<file path="src/rtl/bmp_reader.sv">
// bmp_reader: parses the header of a 24-bit BMP image held in byte-addressed
// memory and streams its pixels out as RGB, top row first, row padding skipped.
module bmp_reader #(
   parameter logic [31:0] BASE_ADDR = 32'd0
) (
   input  logic        clk,
   input  logic        rst_n,
   input  logic        start,
   output logic        done,
   output logic        error,
   output logic [31:0] readAddr,
   input  logic [15:0] readdata,
   output logic [10:0] img_width,
   output logic [10:0] img_height,
   output logic        pix_valid,
   input  logic        pix_ready,
   output logic [7:0]  pix_r,
   output logic [7:0]  pix_g,
   output logic [7:0]  pix_b,
   output logic [10:0] pix_x,
   output logic [10:0] pix_y,
   output logic        pix_last
);

   localparam logic [3:0] S_IDLE      = 4'd0;
   localparam logic [3:0] S_HDR_ADDR  = 4'd1;
   localparam logic [3:0] S_HDR_DATA  = 4'd2;
   localparam logic [3:0] S_ROW_SETUP = 4'd3;
   localparam logic [3:0] S_PIX_ADDR  = 4'd4;
   localparam logic [3:0] S_PIX_DATA  = 4'd5;
   localparam logic [3:0] S_EMIT      = 4'd6;
   localparam logic [3:0] S_FINISHED  = 4'd7;
   localparam logic [3:0] S_ERR       = 4'd8;

   // Byte address of pixel byte b (0=B,1=G,2=R) of column x within a row.
   function automatic logic [31:0] pix_addr(input logic [31:0] base,
                                            input logic [10:0] x,
                                            input logic [1:0]  b);
      pix_addr = base + ({21'd0, x} * 32'd3) + {30'd0, b};
   endfunction

   logic [3:0]  state_q,     state_d;
   logic [3:0]  hdr_idx_q,   hdr_idx_d;
   logic [31:0] data_off_q,  data_off_d;
   logic [31:0] width_q,     width_d;
   logic [31:0] height_q,    height_d;
   logic [31:0] row_base_q,  row_base_d;
   logic [10:0] x_q,         x_d;
   logic [10:0] y_q,         y_d;
   logic [1:0]  b_q,         b_d;
   logic [31:0] read_addr_q, read_addr_d;
   logic [7:0]  pix_r_q,     pix_r_d;
   logic [7:0]  pix_g_q,     pix_g_d;
   logic [7:0]  pix_b_q,     pix_b_d;
   logic        pix_valid_q, pix_valid_d;
   logic        pix_last_q,  pix_last_d;
   logic        done_q,      done_d;
   logic        error_q,     error_d;
   logic [10:0] img_w_q,     img_w_d;
   logic [10:0] img_h_q,     img_h_d;

   logic [7:0]  byte_s;
   logic [31:0] stride_s;
   logic [10:0] rows_below_s;
   logic [31:0] row_base_s;
   logic        hdr_bad_s;
   logic [10:0] w_last_s;
   logic [10:0] h_last_s;
   logic        unused_readdata_hi;

   assign byte_s             = readdata[7:0];
   assign unused_readdata_hi = ^readdata[15:8];

   // Geometry derived from the parsed header: padded stride and the memory row
   // that holds display row y (BMP rows are stored bottom-up).
   always_comb begin
      stride_s     = ((width_q * 32'd3) + 32'd3) & ~32'd3;
      rows_below_s = height_q[10:0] - 11'd1 - y_q;
      row_base_s   = BASE_ADDR + data_off_q + ({21'd0, rows_below_s} * stride_s);
      hdr_bad_s    = (width_q == 32'd0) || (height_q == 32'd0) ||
                     (width_q[31:11] != 21'd0) || (height_q[31:11] != 21'd0);
      w_last_s     = width_q[10:0] - 11'd1;
      h_last_s     = height_q[10:0] - 11'd1;
   end

   // Next-state and datapath logic for the header parse / pixel fetch sequence.
   always_comb begin
      state_d     = state_q;
      hdr_idx_d   = hdr_idx_q;
      data_off_d  = data_off_q;
      width_d     = width_q;
      height_d    = height_q;
      row_base_d  = row_base_q;
      x_d         = x_q;
      y_d         = y_q;
      b_d         = b_q;
      read_addr_d = read_addr_q;
      pix_r_d     = pix_r_q;
      pix_g_d     = pix_g_q;
      pix_b_d     = pix_b_q;
      img_w_d     = img_w_q;
      img_h_d     = img_h_q;

      case (state_q)
         S_IDLE, S_FINISHED, S_ERR: begin
            if (start) begin
               hdr_idx_d   = 4'd0;
               read_addr_d = BASE_ADDR + 32'd10;
               state_d     = S_HDR_ADDR;
            end else begin
               state_d = state_q;
            end
         end
         S_HDR_ADDR: begin
            state_d = S_HDR_DATA;
         end
         S_HDR_DATA: begin
            // Header bytes 10..25: fields arrive LSB first, so shift in from the top.
            case (hdr_idx_q[3:2])
               2'b00:   data_off_d = {byte_s, data_off_q[31:8]};
               2'b10:   width_d    = {byte_s, width_q[31:8]};
               2'b11:   height_d   = {byte_s, height_q[31:8]};
               default: data_off_d = data_off_q;
            endcase
            if (hdr_idx_q == 4'd15) begin
               y_d     = 11'd0;
               state_d = S_ROW_SETUP;
            end else begin
               hdr_idx_d   = hdr_idx_q + 4'd1;
               read_addr_d = BASE_ADDR + 32'd11 + {28'd0, hdr_idx_q};
               state_d     = S_HDR_ADDR;
            end
         end
         S_ROW_SETUP: begin
            // The first row setup after the header doubles as header validation.
            if ((y_q == 11'd0) && hdr_bad_s) begin
               state_d = S_ERR;
            end else begin
               if (y_q == 11'd0) begin
                  img_w_d = width_q[10:0];
                  img_h_d = height_q[10:0];
               end else begin
                  img_w_d = img_w_q;
               end
               row_base_d  = row_base_s;
               x_d         = 11'd0;
               b_d         = 2'd0;
               read_addr_d = row_base_s;
               state_d     = S_PIX_ADDR;
            end
         end
         S_PIX_ADDR: begin
            state_d = S_PIX_DATA;
         end
         S_PIX_DATA: begin
            case (b_q)
               2'd0:    pix_b_d = byte_s;
               2'd1:    pix_g_d = byte_s;
               default: pix_r_d = byte_s;
            endcase
            if (b_q == 2'd2) begin
               state_d = S_EMIT;
            end else begin
               b_d         = b_q + 2'd1;
               read_addr_d = pix_addr(row_base_q, x_q, b_q + 2'd1);
               state_d     = S_PIX_ADDR;
            end
         end
         S_EMIT: begin
            if (pix_ready) begin
               if (x_q < w_last_s) begin
                  x_d         = x_q + 11'd1;
                  b_d         = 2'd0;
                  read_addr_d = pix_addr(row_base_q, x_q + 11'd1, 2'd0);
                  state_d     = S_PIX_ADDR;
               end else if (y_q < h_last_s) begin
                  y_d     = y_q + 11'd1;
                  state_d = S_ROW_SETUP;
               end else begin
                  state_d = S_FINISHED;
               end
            end else begin
               state_d = S_EMIT;
            end
         end
         default: begin
            state_d = S_IDLE;
         end
      endcase

      pix_valid_d = (state_d == S_EMIT);
      pix_last_d  = (state_d == S_EMIT) && (x_d == w_last_s) && (y_d == h_last_s);
      done_d      = (state_d == S_FINISHED);
      error_d     = (state_d == S_ERR);
   end

   // State and output registers with synchronous active-low reset.
   always_ff @(posedge clk) begin
      if (!rst_n) begin
         state_q     <= S_IDLE;
         hdr_idx_q   <= 4'd0;
         data_off_q  <= 32'd0;
         width_q     <= 32'd0;
         height_q    <= 32'd0;
         row_base_q  <= 32'd0;
         x_q         <= 11'd0;
         y_q         <= 11'd0;
         b_q         <= 2'd0;
         read_addr_q <= 32'd0;
         pix_r_q     <= 8'd0;
         pix_g_q     <= 8'd0;
         pix_b_q     <= 8'd0;
         pix_valid_q <= 1'b0;
         pix_last_q  <= 1'b0;
         done_q      <= 1'b0;
         error_q     <= 1'b0;
         img_w_q     <= 11'd0;
         img_h_q     <= 11'd0;
      end else begin
         state_q     <= state_d;
         hdr_idx_q   <= hdr_idx_d;
         data_off_q  <= data_off_d;
         width_q     <= width_d;
         height_q    <= height_d;
         row_base_q  <= row_base_d;
         x_q         <= x_d;
         y_q         <= y_d;
         b_q         <= b_d;
         read_addr_q <= read_addr_d;
         pix_r_q     <= pix_r_d;
         pix_g_q     <= pix_g_d;
         pix_b_q     <= pix_b_d;
         pix_valid_q <= pix_valid_d;
         pix_last_q  <= pix_last_d;
         done_q      <= done_d;
         error_q     <= error_d;
         img_w_q     <= img_w_d;
         img_h_q     <= img_h_d;
      end
   end

   assign done       = done_q;
   assign error      = error_q;
   assign readAddr   = read_addr_q;
   assign img_width  = img_w_q;
   assign img_height = img_h_q;
   assign pix_valid  = pix_valid_q;
   assign pix_r      = pix_r_q;
   assign pix_g      = pix_g_q;
   assign pix_b      = pix_b_q;
   assign pix_x      = x_q;
   assign pix_y      = y_q;
   assign pix_last   = pix_last_q;

endmodule

</file>
<file path="config.mk">
export PLATFORM = sky130hd
export DESIGN_NAME = bmp_reader
export DESIGN_NICKNAME = d
export VERILOG_FILES = /design/src/rtl/bmp_reader.sv
export SDC_FILE = /design/constraint.sdc
export NUM_CORES = 2
export LEC_CHECK = 0
export CORE_UTILIZATION = 55
export DETAILED_ROUTE_END_ITERATION = 8
export GPL_TIMING_DRIVEN = 0
export PLACE_DENSITY = 0.79
export SLEW_MARGIN = 20
export SYNTH_ARGS = -nofsm -noshare
export SYNTH_HDL_FRONTEND = slang
export SYNTH_SLANG_ARGS = --single-unit
</file>
<file path="constraint.sdc">
create_clock -name clk -period 18.2 [get_ports clk]
set_input_delay 2.73 -clock clk [delete_from_list [all_inputs] [get_ports clk]]
set_output_delay 2.73 -clock clk [all_outputs]
set_load 0.02 [all_outputs]
</file>
==> Yosys cells after proc, flatten, opt, wreduce, memory -nomap -nowiden <==
Cells that the tools add are included.
{ "totals": {"reg_bits": 242, "input_bits": 20, "output_inout_bits": 104} }
{ "classes": {"addsub": 13, "multipliers": 4, "order_cmp": 2, "n_eq_ne": 24, "n_mux": 32, "bitwise": 2, "reduce_logical": 30} }
{ "ops": {"columns": ["op", "n"], "rows": [
  ["32-bit 2-to-1 mux", 6],
  ["32-bit one-hot mux with 5 select lines", 1],
  ["11-bit 2-to-1 mux", 7],
  ["32-bit by 13-bit adder with 32-bit output", 2],
  ["32-bit logical NOT", 2],
  ["11-bit one-hot mux with 2 select lines", 2],
  ["21-bit nonzero test", 2],
  ["32-bit by 2-bit adder with 32-bit output", 1],
  ["32-bit by 2-bit adder with 32-bit output (second input constant)", 1],
  ["32-bit adder", 1],
  ["32-bit by 2-bit multiplier with 32-bit output (second input constant)", 1],
  ["11-bit by 30-bit multiplier with 30-bit output", 1],
  ["4-bit one-hot mux with 7 select lines", 1],
  ["11-bit by 2-bit multiplier with 13-bit output (second input constant)", 2],
  ["4-bit by 3-bit == test with 1-bit output (second input constant)", 6],
  ["11-bit by 1-bit adder with 11-bit output (second input constant)", 2],
  ["11-bit == test", 2],
  ["11-bit < comparator", 2],
  ["11-bit by 1-bit subtractor with 11-bit output (second input constant)", 2],
  ["4-bit 2-to-1 mux", 5],
  ["2-bit AND reduction", 7],
  ["4-bit == test (second input constant)", 3],
  ["2-bit 2-to-1 mux", 6],
  ["2-bit != test (second input constant)", 6],
  ["25 further kinds", 36]
]} }

==> Depth between registers and ports, before layout <==
{ "logic_depth": {"depth_word": 10, "depth_mapped": 46, "mapped_depth_nobuf": 45} }

==> Worst setup path before layout <==
No wires, ideal clock.
{ "synth_timing": {"path_kind": "register -> register", "startpoint": "reg width_q[2]", "endpoint": "reg row_base_q[31]", "arrival_ps": 9169, "required_ps": 18072, "setup_slack_ps": 8903, "path_stages_with_launch": 42, "n_path_buf": 1, "synth_period_minus_slack_ps": 9297, "cell_sequence": "dfxtp_1 buf_2 inv_1 ha_1 ha_1 nor2b_1 o21a_1 o21ai_0 nand2b_1 a21oi_1 nor2b_1 o21ai_0 nand2b_1 xnor2_1 nor2_1 fa_1 inv_1 fa_1 (+6 left out) a31oi_1 nand2_1 a21oi_1 o21bai_1 o2bb2ai_1 a21o_1 a21oi_1 xnor2_1 ha_1 a21o_1 a21o_1 a221oi_1 nor2_1 o21a_1 a221o_1 xnor3_1 nand3_1 o21ai_1"} }
{ "synth_via": {"elab_chain_cells": 7} }
{ "synth_rtl": {"columns": ["item", "line", "text"], "rows": [
  ["start: declaration", "45", "logic [31:0] width_q, width_d;"],
  ["start signal: assignment", "223", "width_q <= width_d;"],
  ["branches (longest 7 deep; another with 32-bit by 2-bit multiplier with 32-bit output)", null, null],
  ["end signal: assignment", "225", "row_base_q <= row_base_d;"],
  ["end: declaration", "47", "logic [31:0] row_base_q, row_base_d;"]
]} }
Several ways; the timed one is not identified.
A chain may end at the register's enable or synchronous reset.

==> Worst setup path in the final report <==
Ends and elaborated chain as after synthesis.

==> out/results.tsv <==
stage	metric	value	unit
synthesis	syn_inst	3049	
placement	io_buffer_count	115	
timing	rsz0062_at_grt	no	
route	num_vias	23050	
synthesis	synth-edff-count	0	
critical_path	worstPathMaxFanout	7	
route	wl	82430	um
layout	fillers	3836	
synthesis	yosys_warnings	0	
clocking	cts_resized	0	
synthesis	synth_area_leaders	dfxtp_1 (20%), fa_1 (18%), ha_1 (12%), nand2_1 (6.8%), a21oi_1 (5.7%)	
synthesis	synth_most_common_cell	nand2_1	
clocking	cts-root-buf	clkbuf_16	
global_route	antenna_found_initial	1	
route	drt_iter0_markers	2119	
synthesis	syn_nets	3541	
hold_path	hp-class	flip-flop to flip-flop	
route	antenna_left	0	
timing	relSlewSlack	17.44	%
synthesis	synth_top_area_cell	dfxtp_1	
hold_path	hold_end	readAddr[1]	
clocking	cts_sinks	242	
power_and_ir_drop	power_frac_comb	4.3	%
floorplanning	ios	124	
critical_path	ff2ff_setup_slack	7.03	ns
critical_path	crit_type	flip-flop to flip-flop	
floorplanning	die_area	45860	um2
global_route	grt_pass1_wl	126500	um
layout	fin_nets	3687	
synthesis	synth_ff_type	dfxtp_1	
clocking	htree_levels	1	
critical_path	cpMostUsedCell	fa_1	
global_route	grtUsageTotal	35.09	%
clocking	numCtsBuffers	29	
power_and_ir_drop	intPower	0.8647	mW
route	met3_length	8128	um
clocking	cts_setup_buffers	0	
synthesis	synth_cell_types	82	
synthesis	synth_area	24750	um2
hold_path	min_from	readAddr[1]	
power_and_ir_drop	swShare	25.48	%
synthesis	synth_commonest_cells	nand2_1 (451), nor2_1 (292), a21oi_1 (281)	
floorplanning	num_rows	77	
clocking	clk_path_buf_depth	3	
clocking	clk_pin_slew_worst_paths	0.06	ns
job	drv_cap	0	
route	top_layer	met4	
power_and_ir_drop	clock_power_share	49.7	%
critical_path	arrival	11.65	ns
timing	hold_violations	0	
global_route	grt_pass1_vias	22660	
timing	min_period_over_period	61.39	%
critical_path	start_kind	flip-flop	
route	drc	0	
synthesis	yosysTopAreaCellShare	19.57	%
floorplanning	fp.coreArea	44320	um2
run_status	status	completed	
power_and_ir_drop	ir_drop	0.06443	mV
route	avgRoutedWirePerCell	21.64	um
global_route	gr-total-overflow	0	
synthesis	ys_ff_latch	242	
placement	gp_congestion	0.9995	
timing	drv_slew	0	
clocking	cts_tree	built	
timing	setup_tns	0	ns
timing	hold_ws	0.4503	ns
critical_path	cp-end-kind	flip-flop	
layout	drive_gt1_share	2.332	%
critical_path	crit_family	adder cells	
critical_path	r2r_cells	41	
timing	max_freq	89.49	MHz
critical_path	cp.depth	41	
clocking	cts_hold_buffers	0	
timing	skew	0.03333	ns
timing	fin_crit	11.17	ns
power_and_ir_drop	power_density	42.07	nW/um2
timing	worst_slew_pin_slew	1.238	ns
route	dr_wl_met2	35540	um
power_and_ir_drop	p_leak	11.39	nW
synthesis	ys_seq_area_share	19.57	%
critical_path	r2r_start	width_q[2]	
floorplanning	die_w	214.2	um
floorplanning	die_y	214.2	um
clocking	insertion_delay	0.61	ns
power_and_ir_drop	p_sw	0.2957	mW
critical_path	r2r-end	row_base_q[31]	
critical_path	max_stage_delay	0.86	ns
route	dr.pass1.iters	5	
global_route	grt_max_degree	16	
timing	setup_violations	0	
critical_path	slowest_stage	xnor2_1	
critical_path	cp_num_buf_inv	4	
hold_path	whs_path_depth	2	
power_and_ir_drop	seqPwrFrac	46.0	%
layout	syn2layout_area_growth	11.43	%
floorplanning	start_util	55.86	%
route	vias_per_cell	6.052	
synthesis	synthArstFlopShare	0	%
placement	dp_hpwl	65890	um
route	met1_length	34660	um
synthesis	syn_avg_cell_area	8.119	um2
critical_path	required	18.68	ns
## through the flow
stage	utilization, %	setup slack (ns)	power (mW)	instance area [um2]	cells
6_report	62.24	7.026	1.160	27590	3809
4_1_cts	62.23	7.171	1.161	27580	3808
2_1_floorplan	-	8.903	0.5677	24760	3049
3_3_place_gp	60.13	7.455	0.5920	26650	3756
3_5_place_dp	60.16	7.187	0.5929	26660	3756
5_1_grt	62.24	6.387	1.184	27580	3808
## layout make-up
| cell class | instances | area [um2] | share of cell area, % |
|---|---|---|---|
| multi-input combinational | 2407 | 18430 | 66.80 |
| sequential | 242 | 4845 | 17.56 |
| timing repair buffer | 115 | 1151 | 4.173 |
| inverter | 271 | 1017 | 3.688 |
| clock buffer | 41 | 800.8 | 2.903 |
| tap | 592 | 740.7 | 2.685 |
| buffer | 129 | 485.5 | 1.760 |
| clock inverter | 11 | 116.4 | 0.4218 |
| antenna | 1 | 2.502 | 0.009072 |
## worst max path at each step
stage / startpoint / end / slack (ns)
after floorplan: width_q[2] / row_base_q[31] / 8.90
final: width_q[2] / row_base_q[31] / 7.03
after global routing: width_q[2] / row_base_q[31] / 6.39
after global placement: height_q[2] / row_base_q[31] / 7.45
after detailed placement: width_q[2] / row_base_q[31] / 7.19
after CTS: width_q[2] / row_base_q[31] / 7.17
## cell families (layout without fill, tap and decap cells)
kind of cell    count (synthesis)  after routing  share of synthesized area [%]
buf+inv                       400            567                          6.070
xor+xnor                      187            187                          6.849
simple gates                 1054           1054                          18.86
compound gates                655            655                          16.40
fa+ha+maj                     472            472                          30.68
other cells                     0              1                              0
mux                            39             39                          1.577
flops                         242            242                          19.57
## registers in the layout (all words and copies together), names as in the netlist
register    count
b_q             2
data_off_q     32
done            1
error           1
hdr_idx_q       4
height_q       32
img_height     11
img_width      11
pix_b           8
pix_g           8
pix_last        1
pix_r           8
pix_valid       1
pix_x          11
pix_y          11
readAddr       32
row_base_q     32
state_q         4
width_q        32
## power by group through the flow
stage               clock (mW)  combinational, mW  sequential, mW
floorplan                    0             0.0228           0.545
global placement             0             0.0472           0.545
detailed placement           0             0.0480           0.545
CTS                      0.580             0.0482           0.533
global route             0.599             0.0517           0.533
finish                   0.577             0.0502           0.533
## placed cells by master, fill, tap and decap left out, types with 7 or more instances in the layout
cell type          n
nand2_1          451
nor2_1           292
a21oi_1          280
inv_1            270
ha_1             247
dfxtp_1          242
fa_1             225
xnor2_1          135
clkbuf_1         134
clkdlybuf4s50_1  115
o21ai_0          100
nand3_1           65
a21o_1            50
nand2b_1          50
xor2_1            48
mux2i_1           39
nor3_1            32
nor2b_1           29
clkbuf_16         29
nand4_1           27
and3_1            26
o21a_1            22
o21bai_1          21
and2_1            19
o211ai_1          17
a211oi_1          16
nor4_1            15
a31oi_1           14
a22oi_1           14
a221oi_1          12
or3_1             12
or2_2             12
o21ai_1           10
o22ai_1           10
o31ai_1            7
## layer usage
metal	track usage [%]	up-vias
met5	0	-
met4	15.60	0
met3	7.603	218
met2	53.95	1143
met1	47.39	11140
li1	-	10560
## worst register-to-register path: cells and delay by family, from the launching register on
family	cells	cell delay, ns
adders and majority gates	9	3.97
and+or+nand+nor	9	1.19
DFF	1	0.35
xor gates and xnor gates	3	1.44
AOI/OAI and AO/OA	16	3.72
buffers and inverters	4	0.42
Note: power is estimated with default switching activity, not from simulation.
